File: src/rtl/sipo_deserializer_pkg.sv
// Shared defaults for the SIPO deserializer slice.
// Holds only elaboration-time constants; no logic.
package sipo_deserializer_pkg;

    localparam int unsigned SIPO_DEFAULT_WIDTH     = 4;
    localparam bit          SIPO_DEFAULT_MSB_FIRST = 1'b1;

endpackage

File: src/rtl/sipo_deserializer_shift_core.sv
// sipo_shift_core: serial shift register and bit counter.
// Ports:
//   clk, rst_n   - clock, asynchronous active-low reset
//   sin, sin_en  - serial bit and its qualifier
//   clr          - synchronous flush of the partial word
//   word         - completed word, including the current sin (valid with complete)
//   complete     - high on the cycle the last bit of a word is sampled
//   busy         - partial word holds at least one bit
module sipo_shift_core
    import sipo_deserializer_pkg::*;
#(
    parameter int unsigned WIDTH     = SIPO_DEFAULT_WIDTH,
    parameter bit          MSB_FIRST = SIPO_DEFAULT_MSB_FIRST
) (
    input  logic             clk,
    input  logic             rst_n,
    input  logic             sin,
    input  logic             sin_en,
    input  logic             clr,
    output logic [WIDTH-1:0] word,
    output logic             complete,
    output logic             busy
);

    localparam int unsigned CW = $clog2(WIDTH + 1);

    logic [WIDTH-1:0] r_shift;
    logic [CW-1:0]    r_cnt;
    logic [WIDTH-1:0] w_shift_next;
    logic             w_last_bit;

    generate
        if (MSB_FIRST) begin : g_msb
            assign w_shift_next = {r_shift[WIDTH-2:0], sin};
        end else begin : g_lsb
            assign w_shift_next = {sin, r_shift[WIDTH-1:1]};
        end
    endgenerate

    assign w_last_bit = (r_cnt == CW'(WIDTH - 1));

    always_ff @(posedge clk or negedge rst_n) begin
        if (!rst_n) begin
            r_shift <= '0;
            r_cnt   <= '0;
        end else if (clr) begin
            // flush wins over a same-cycle sin_en
            r_shift <= '0;
            r_cnt   <= '0;
        end else if (sin_en) begin
            r_shift <= w_shift_next;
            r_cnt   <= w_last_bit ? '0 : r_cnt + CW'(1);
        end
    end

    assign word     = w_shift_next;
    assign complete = sin_en & ~clr & w_last_bit;
    assign busy     = (r_cnt != '0);

endmodule

File: src/rtl/sipo_deserializer.sv
// sipo_deserializer: serial-in, parallel-out receiver with one-word holding
// register and ready/valid output.
// Ports:
//   clk, rst_n  - clock, asynchronous active-low reset
//   sin, sin_en - serial bit and its qualifier
//   clr         - synchronous flush of partial word and overrun flag
//   pout        - held word (meaningful while pout_valid)
//   pout_valid  - holding register has an unconsumed word
//   pout_ready  - consumer accepts on pout_valid & pout_ready
//   busy        - partial word holds at least one bit
//   overrun     - sticky: a completed word was dropped
module sipo_deserializer
    import sipo_deserializer_pkg::*;
#(
    parameter int unsigned WIDTH     = SIPO_DEFAULT_WIDTH,
    parameter bit          MSB_FIRST = SIPO_DEFAULT_MSB_FIRST
) (
    input  logic             clk,
    input  logic             rst_n,
    input  logic             sin,
    input  logic             sin_en,
    input  logic             clr,
    output logic [WIDTH-1:0] pout,
    output logic             pout_valid,
    input  logic             pout_ready,
    output logic             busy,
    output logic             overrun
);

    logic [WIDTH-1:0] w_word;
    logic             w_complete;
    logic             w_busy;
    logic             w_hold_free;

    logic [WIDTH-1:0] r_pout;
    logic             r_valid;
    logic             r_overrun;

    sipo_shift_core #(
        .WIDTH     (WIDTH),
        .MSB_FIRST (MSB_FIRST)
    ) u_core (
        .clk      (clk),
        .rst_n    (rst_n),
        .sin      (sin),
        .sin_en   (sin_en),
        .clr      (clr),
        .word     (w_word),
        .complete (w_complete),
        .busy     (w_busy)
    );

    // accept and reload may share an edge, so no bubble under full throughput
    assign w_hold_free = ~r_valid | pout_ready;

    always_ff @(posedge clk or negedge rst_n) begin
        if (!rst_n) begin
            r_pout  <= '0;
            r_valid <= 1'b0;
        end else if (w_complete && w_hold_free) begin
            r_pout  <= w_word;
            r_valid <= 1'b1;
        end else if (r_valid && pout_ready) begin
            r_valid <= 1'b0;
        end
    end

    // complete is already gated by clr, so clear and set never collide
    always_ff @(posedge clk or negedge rst_n) begin
        if (!rst_n) begin
            r_overrun <= 1'b0;
        end else if (clr) begin
            r_overrun <= 1'b0;
        end else if (w_complete && !w_hold_free) begin
            r_overrun <= 1'b1;
        end
    end

    assign pout       = r_pout;
    assign pout_valid = r_valid;
    assign busy       = w_busy;
    assign overrun    = r_overrun;

endmodule

File: config.mk
export PLATFORM = sky130hd
export DESIGN_NAME = sipo_deserializer
export DESIGN_NICKNAME = d
export VERILOG_FILES = /design/src/rtl/sipo_deserializer_pkg.sv /design/src/rtl/sipo_deserializer_shift_core.sv /design/src/rtl/sipo_deserializer.sv
export SDC_FILE = /design/constraint.sdc
export NUM_CORES = 1
export LEC_CHECK = 0
export ABC_AREA = 1
export BUFFER_PORTS_ARGS = -buffer_cell sky130_fd_sc_hd__buf_4
export CAP_MARGIN = 40
export CORE_AREA = 2 2 39 41
export DETAILED_ROUTE_END_ITERATION = 16
export DIE_AREA = 0 0 41 43
export PLACE_DENSITY_LB_ADDON = 0.3
export SETUP_SLACK_MARGIN = 0.02
export SLEW_MARGIN = 20
export SYNTH_ARGS = -nofsm -noshare
export SYNTH_HDL_FRONTEND = slang
export SYNTH_SLANG_ARGS = --single-unit
File: constraint.sdc
create_clock -name clk -period 1.1 [get_ports clk]
set_input_delay 0.165 -clock clk [delete_from_list [all_inputs] [get_ports clk]]
set_output_delay 0.165 -clock clk [all_outputs]
set_load 0.1 [all_outputs]
==> flow_metrics.tcl, run 1 <==
set metrics [dict create \
    outcome "finished with violations" \
    violations "setup timing" \
    use_met2_pct 23.4 \
    holdCritStartpoint "clr" \
    clockPowerShare_pct 26.6 \
    met1_usage_pct 20.3 \
    yosys_warnings 0 \
    die_w_um 41 \
    layout_commonest_cell "buf_4" \
    num_rows 14 \
    whs_path_depth 2 \
    grt_pass1_wl_mm 1.82 \
    wirelength_mm 1.12 \
    skew_ns 0.00367 \
    timing.fmax_ghz 0.792 \
    synth_cell_types 16 \
    grt_setup_unrepaired "true" \
    vias_per_cell 4.76 \
    yosys_register_bits 12 \
    reg2reg_from "u_core.r_cnt[0]$_DFFE_PN0P_" \
    start_util_pct 38.0 \
    p_sw_mw 0.370 \
    setup_viol_count_final 9 \
    grt_overflow 0 \
    busiest_layer "met2" \
    nets 88 \
    min_to "u_core.r_cnt[2]$_DFFE_PN0P_" \
    r2r_cells 8 \
    grt_pass1_vias 440 \
    clockBufferDepth 2 \
    p_total_mw 1.10 \
    post-route-min-period_ns 1.26 \
    cts_sinks 12 \
    ys_seq_area_share_pct 57.1 \
    synth_area_sq_um 526 \
    routedWlPerCell_um 11.7 \
    io_pins 13 \
    hold_viol_final 0 \
    area_delta_synth_final_pct 64.8 \
    dp_hpwl_um 733 \
    antenna_found_initial 0 \
    syn_inst 56 \
    cts_buffers 3 \
    p_sw_share_pct 33.6 \
    drv_cap 0 \
    crit_path_start "u_core.r_cnt[0]$_DFFE_PN0P_" \
    multi_input_area_sq_um 262 \
    drc 0 \
    use_met3_pct 4.71 \
    power_density_mw_per_mm2 1270 \
    pwr-share-comb_pct 29.7 \
    grt_use_total_pct 16.2 \
    maxSlewHeadroom_pct 85.6 \
    p_seq_share_pct 43.7 \
    layout.cells.non_filler 95 \
    place_congestion 0.671 \
    placedCellCount 85 \
    intPower_mw 0.733 \
    crit_required_ns 0.94 \
    worst_ep_arrival_time_ns 1.10 \
    crit_type "register to output pin" \
    syn_nets 64 \
    postLayoutSetupSlackWorst_ns -0.163 \
    cts_tree "yes" \
    slew_violations 0 \
    final_cell_mix "buf_4, nand2_1, dfrtp_1" \
    fin_crit_sh_pct 115 \
    r2r-end "pout[3]$_DFFE_PN0P_" \
    worst_pin_slew_ns 0.215 \
    die_area_sq_mm 0.00176 \
    vias 452 \
    p_leak_nw 0.422 \
    hold_ws_ns 0.0959 \
    n_antenna_cell 0 \
    first_pass_iters 4 \
    final-seq-area_sq_um 309 \
    core_area_sq_mm 0.00138 \
    cts_root_buffer "clkbuf_4" \
    ant_nets 0 \
    ir_drop_mv 0.750 \
    drt_iter0_markers 7 \
    endpoint_kind "output pin" \
    grt_max_degree 13 \
    synth.top_cell.area_share_pct 57.1 \
    min_path_type "primary input to register" \
    io_buffers 12 \
    synthTopCellsByArea "dfrtp_1, nand2_1, inv_1, ha_1, nand4_1" \
    start_kind "register" \
    die_y_um 43 \
    yosysTopAreaCell "dfrtp_1" \
    r2r_slack_ns -0.08 \
    avgSynthCellArea_sq_um 9.38 \
    fillCellCount 110 \
    drive_above_1_share_pct 54.4 \
    h-tree-depth 1 \
    clock_latency_ns 0.28 \
    path_clk_slew_ns 0.07 \
    place_ws_ns -0.0297 \
    path_max_fanout 2 \
]
==> worst max path at each step <==
stage | endpoint | slack (ns) | cells after the start
2_1_floorplan | pout[0]$_DFFE_PN0P_ | -0.06 | 2
3_3_place_gp | busy | -0.01 | 4
3_5_place_dp | busy | -0.03 | 4
4_1_cts | busy | -0.14 | 4
5_1_grt | busy | -0.18 | 4
6_report | busy | -0.16 | 4
==> state kept, by name, indices dropped and copies added, names as in the netlist <==
register        cells
overrun             1
pout                4
u_core.r_cnt        3
pout_valid          1
u_core.r_shift      3
==> critical path, cell delays in order, from the launching register on <==
cell and delay (ns):
dfrtp_1 0.40, inv_2 0.08, ha_4 0.14, nand2_4 0.04, buf_12 0.16
==> cell usage after synthesis <==
library cell and instances:
nand2_1 16, dfrtp_1 12, inv_1 7, nand4_1 4, ha_1 2, inv_2 2, nand3_1 2, o21ai_0 2
o21ai_1 2, nand2_2 1, nand3_2 1, nor2_1 1, nor2_4 1, nor3_1 1, o21ai_2 1, o22ai_1 1
==> what timing repair did <==
item,in CTS,in global routing
setup buffers,3,2
pin swaps,2,4
hold endpoints to repair,12,0
resized for setup,14,19
endpoints found under the setup margin,7,10
hold buffers,1,0
==> kinds of logic after synthesis <==
kind of cell / Yosys count / synth area share [%]
flip-flops: 12 / 57.1
AO/OA/AOI/OAI: 6 / 6.67
buffers and inverters: 9 / 6.43
AND/OR/NAND/NOR: 27 / 25.0
adder cells (fa/ha/maj): 2 / 4.76
==> power groups by stage <==
stage | logic [mW] | registers [mW] | clock network [mW]
6_report | 0.328 | 0.482 | 0.294
5_1_grt | 0.347 | 0.484 | 0.315
4_1_cts | 0.280 | 0.476 | 0.291
3_5_place_dp | 0.234 | 0.484 | 0
3_3_place_gp | 0.233 | 0.482 | 0
2_1_floorplan | 0.0843 | 0.564 | 0
==> layer usage <==
| layer | wire length [um] | part of all wire (%) | vias to the layer above |
|---|---|---|---|
| met5 | 0 | 0 | - |
| met2 | 555 | 50 | 11 |
| met3 | 54 | 4.8 | 4 |
| met4 | 26 | 2.3 | 0 |
| li1 | - | - | 225 |
| met1 | 479 | 43 | 212 |
==> layout make-up <==
| type | count | share of cell area [%] |
|---|---|---|
| inverters | 9 | 4.48 |
| multi-input cells | 35 | 30.2 |
| well taps | 16 | 2.31 |
| flip-flops and latches | 12 | 35.7 |
| clock buffers | 4 | 3.03 |
| repair buffers | 19 | 24.3 |
==> metrics by stage <==
step           TNS [ns]  utilization [%]  instance area, sq um
2_1_floorplan   -0.0558                -                   547
6_report         -0.563             62.6                   866
3_3_place_gp    -0.0122             48.0                   664
3_5_place_dp    -0.0297             48.0                   664
4_1_cts          -0.179             56.3                   779
5_1_grt          -0.891             62.6                   866
No activity file was read; power rests on OpenSTA's default activity.
==> inputs of run 2 (changes only) <==
==> constraint.sdc (replaced) <==
create_clock -name clk -period 1.1 [get_ports clk]
set_input_delay 0.11 -clock clk [delete_from_list [all_inputs] [get_ports clk]]
set_output_delay 0.11 -clock clk [all_outputs]
set_load 0.1 [all_outputs]
==> flow_metrics.tcl, run 2 (synthesized netlist as in run 1, its figures left out) <==
set metrics [dict create \
    largest_register_ffs 4 \
    drc 0 \
    clockBufferDepth 2 \
    h-tree-depth 1 \
    antenna_found_initial 0 \
    cts_tree "yes" \
    crit_type "register to output pin" \
    violations "setup timing" \
    path_max_fanout 2 \
    die_w_um 41 \
    grt_overflow 0 \
    cts_buffers 3 \
    hold_viol_final 0 \
    p_leak_nw 0.382 \
    area_delta_synth_final_pct 47.6 \
    num_rows 14 \
    timing.fmax_ghz 0.804 \
    final_cell_mix "nand2_1, buf_4, dfrtp_1" \
    start_util_pct 38.0 \
    endpoint_kind "output pin" \
    dp_hpwl_um 751 \
    first_pass_iters 4 \
    grt_use_total_pct 16.4 \
    post-route-min-period_ns 1.24 \
    outcome "finished with violations" \
    ir_drop_mv 0.772 \
    n_antenna_cell 0 \
    setup_tns_ns -0.399 \
    worst_pin_slew_ns 0.277 \
    worst_ep_arrival_time_ns 1.13 \
    die_y_um 43 \
    io_buffers 12 \
    vias_per_cell 4.89 \
    crit_required_ns 0.99 \
    power_density_mw_per_mm2 1430 \
    place_area_sq_um 657 \
    use_met2_pct 25.6 \
    cts_sinks 12 \
    p_seq_share_pct 43.1 \
    clockPowerShare_pct 32.3 \
    vias 440 \
    hold_ws_ns 0.0351 \
    postLayoutSetupSlackWorst_ns -0.144 \
    p_sw_share_pct 32.4 \
    grt_pass1_vias 454 \
    p_sw_mw 0.360 \
    drive_above_1_share_pct 50.0 \
    grt_pass1_wl_mm 1.85 \
    drv_cap 0 \
    fin_crit_sh_pct 113 \
    intPower_mw 0.750 \
    routedWlPerCell_um 12.5 \
    grt_setup_unrepaired "true" \
    cts_root_buffer "clkbuf_4" \
    busiest_layer "met2" \
    design_area_sq_um 776 \
    p_total_mw 1.11 \
    drt_iter0_markers 4 \
    setup_viol_count_final 7 \
    core_area_sq_mm 0.00138 \
    pwr-share-comb_pct 24.6 \
    skew_ns 0.00354 \
    met1_usage_pct 18.6 \
    slew_violations 0 \
    start_kind "register" \
    ant_nets 0 \
    layout_commonest_cell "nand2_1" \
    place_congestion 0.689 \
    die_area_sq_mm 0.00176 \
    min_path_type "primary input to register" \
    grt_max_degree 13 \
    path_clk_slew_ns 0.07 \
    clock_latency_ns 0.28 \
    wirelength_mm 1.12 \
    io_pins 13 \
    nets 83 \
    use_met3_pct 3.14 \
    maxSlewHeadroom_pct 81.7 \
]
[run 2: per-layer routing]
layer	wire, um	share of wire [%]
met5	0	0
met4	39	3.5
met3	48	4.3
met2	568	51
met1	467	42
[run 2: repair_timing]
action | CTS | global route
hold buffers | 1 | 0
cloned | 0 | 0
gates resized for setup | 11 | 7
setup endpoints to repair | 2 | 9
endpoints found under the hold margin | 12 | 0
buffers inserted | 1 | 0
pin swaps | 0 | 3
[run 2: worst max-delay path, stage by stage, from the launching register on]
cell,delay [ns]
dfrtp_1,0.40
inv_2,0.09
ha_4,0.15
nand2_4,0.05
buf_12,0.16
[run 2: worst paths after layout]
path,depth (start not counted),endpoint,from,slack (ns)
worst min register to register,2,pout[2]$_DFFE_PN0P_,pout[2]$_DFFE_PN0P_,0.49
worst max-delay path,4,busy,u_core.r_cnt[1]$_DFFE_PN0P_,-0.14
min in group asynchronous,2,pout[0]$_DFFE_PN0P_,rst_n,0.20
worst max register to register,7,pout[0]$_DFFE_PN0P_,u_core.r_cnt[0]$_DFFE_PN0P_,-0.07
worst min-delay path,2,u_core.r_cnt[2]$_DFFE_PN0P_,clr,0.04
max in group asynchronous,2,pout_valid$_DFFE_PN0P_,rst_n,0.73
[run 2: power groups by stage]
| stage | sequential, mW | clock (mW) | combinational (mW) |
|---|---|---|---|
| after floorplan | 0.564 | 0 | 0.0843 |
| after global placement | 0.483 | 0 | 0.228 |
| after detailed placement | 0.484 | 0 | 0.230 |
| after CTS | 0.475 | 0.367 | 0.271 |
| after global routing | 0.480 | 0.379 | 0.292 |
| final | 0.478 | 0.358 | 0.273 |
[run 2: through the flow]
| step | std cells | util [%] | setup slack [ns] |
|---|---|---|---|
| after global routing | 90 | 56.1 | -0.156 |
| after floorplan | 56 | - | -0.0558 |
| after detailed placement | 84 | 47.5 | 0.00266 |
| after global placement | 84 | 47.5 | 0.0295 |
| final | 90 | 56.1 | -0.144 |
| after CTS | 90 | 54.5 | -0.149 |
[run 2: final cells by class]
cell class / count / area, sq um
Clock buffer: 4 / 36.3
Sequential cell: 12 / 309
Inverter: 9 / 33.8
Multi-Input combinational cell: 35 / 236
Timing Repair Buffer: 14 / 140
Tap cell: 16 / 20.0
Fill cell: 126 / 608
==> inputs of run 3 (changes only) <==
--- a/config.mk
+++ b/config.mk
@@ -12,7 +12,6 @@
 export DETAILED_ROUTE_END_ITERATION = 16
 export DIE_AREA = 0 0 41 43
 export PLACE_DENSITY_LB_ADDON = 0.3
-export SETUP_SLACK_MARGIN = 0.02
 export SLEW_MARGIN = 20
 export SYNTH_ARGS = -nofsm -noshare
 export SYNTH_HDL_FRONTEND = slang
==> flow_metrics.tcl, run 3 (synthesized netlist as in run 1, its figures left out) <==
set metrics [dict create \
    outcome "finished with violations" \
    violations "setup timing" \
    cts_buffers 3 \
    crit_type "register to output pin" \
    n_antenna_cell 0 \
    grt_pass1_vias 426 \
    path_clk_slew_ns 0.08 \
    hold_viol_final 0 \
    path_max_fanout 2 \
    grt_max_degree 13 \
    maxSlewHeadroom_pct 81.6 \
    wirelength_mm 1.15 \
    setup_viol_count_final 5 \
    timing.fmax_ghz 0.810 \
    slowest_delay_ns 0.40 \
    place_area_sq_um 652 \
    endpoint_kind "output pin" \
    crit_required_ns 0.99 \
    drt_iter0_markers 10 \
    hold_ws_ns 0.0360 \
    cts_sinks 12 \
    grt_use_total_pct 16.1 \
    worst_ep_arrival_time_ns 1.13 \
    largest_register_ffs 4 \
    grt_overflow 0 \
    h-tree-depth 1 \
    first_pass_iters 4 \
    num_rows 14 \
    antenna_found_initial 0 \
    p_total_mw 1.12 \
    start_kind "register" \
    postLayoutSetupSlackWorst_ns -0.135 \
    final_core_util_pct 59.5 \
    cts_root_buffer "clkbuf_4" \
    place_congestion 0.686 \
    post-route-min-period_ns 1.24 \
    place_ws_ns 0.0337 \
    core_area_sq_mm 0.00138 \
    ir_drop_mv 0.721 \
    fin_crit_sh_pct 112 \
    skew_ns 0.000587 \
    min_path_type "primary input to register" \
    layout_commonest_cell "buf_4" \
    final_cell_mix "buf_4, nand2_1, dfrtp_1" \
    io_pins 13 \
    drv_cap 0 \
    slew_violations 0 \
    ant_nets 0 \
    fillCellCount 109 \
    die_y_um 43 \
    nets 88 \
    dp_hpwl_um 779 \
    p_leak_nw 0.409 \
    cp_slowest_cell "dfrtp_1" \
    design_area_sq_um 823 \
    drive_above_1_share_pct 54.4 \
    clock_latency_ns 0.27 \
    worst_pin_slew_ns 0.278 \
    vias 450 \
    power_density_mw_per_mm2 1360 \
    grt_pass1_wl_mm 1.84 \
    die_w_um 41 \
    area_delta_synth_final_pct 56.7 \
    die_area_sq_mm 0.00176 \
    start_util_pct 38.0 \
    worstPathCellList "inv_2 > ha_4 > nand2_4 > buf_12" \
    grt_setup_unrepaired "true" \
    vias_per_cell 4.74 \
    layout.cells.non_filler 95 \
    io_buffers 12 \
    routedWlPerCell_um 12.1 \
    cts_tree "yes" \
    clockBufferDepth 2 \
    placedCellCount 84 \
    drc 0 \
    setup_tns_ns -0.251 \
]
-- run 3: cell types whose count changed in the layout (fill, tap and decap cells not counted), sizes merged --
cell,before,now
buf,13,18
-- run 3: power breakdown --
part	internal (mW)	switching, mW	leakage (nW)	total (mW)
Sequential	0.462	0.0155	0.156	0.478
Clock	0.201	0.151	0.0210	0.353
Combinational	0.0968	0.195	0.232	0.292
-- run 3: layout make-up --
cell class	count	area (sq um)	share of cell area, %
inverter	9	38.8	4.71
multi-input combinational	35	254	30.9
sequential	12	309	37.5
tap	16	20.0	2.43
timing repair buffer	19	165	20.1
clock buffer	4	36.3	4.41
-- run 3: what timing repair did --
action | 4_1_cts | 5_1_grt
resized for setup | 11 | 10
setup buffers | 4 | 2
cloned | 0 | 0
endpoints found under the setup margin | 2 | 8
hold buffers | 1 | 0
endpoints found under the hold margin | 12 | 0
pin swaps | 2 | 6
-- run 3: metal layers --
layer,routed length (um),GRT usage [%],share of wire [%],vias to the layer above
met3,59,3.14,5.1,2
li1,-,-,-,231
met1,505,21.2,44,205
met5,0,0,0,-
met2,574,23.1,50,12
met4,9,10.0,0.78,0
-- run 3: worst paths after layout --
| kind | slack, ns | end | startpoint | depth (start not counted) |
|---|---|---|---|---|
| hold / removal | 0.04 | u_core.r_cnt[2]$_DFFE_PN0P_ | clr | 2 |
| setup reg to reg | -0.06 | pout[2]$_DFFE_PN0P_ | u_core.r_cnt[0]$_DFFE_PN0P_ | 7 |
| setup / recovery | -0.14 | busy | u_core.r_cnt[0]$_DFFE_PN0P_ | 4 |
| min in group asynchronous | 0.21 | pout_valid$_DFFE_PN0P_ | rst_n | 2 |
| max in group asynchronous | 0.72 | pout_valid$_DFFE_PN0P_ | rst_n | 2 |
| hold reg to reg | 0.48 | pout[2]$_DFFE_PN0P_ | pout[2]$_DFFE_PN0P_ | 2 |
-- run 3: critical path, delay by kind of cell (launching register included) --
kind,cells,cell delay [ns]
buf+inv,2,0.23
flops,1,0.40
simple gates,1,0.06
fa+ha+maj,1,0.16
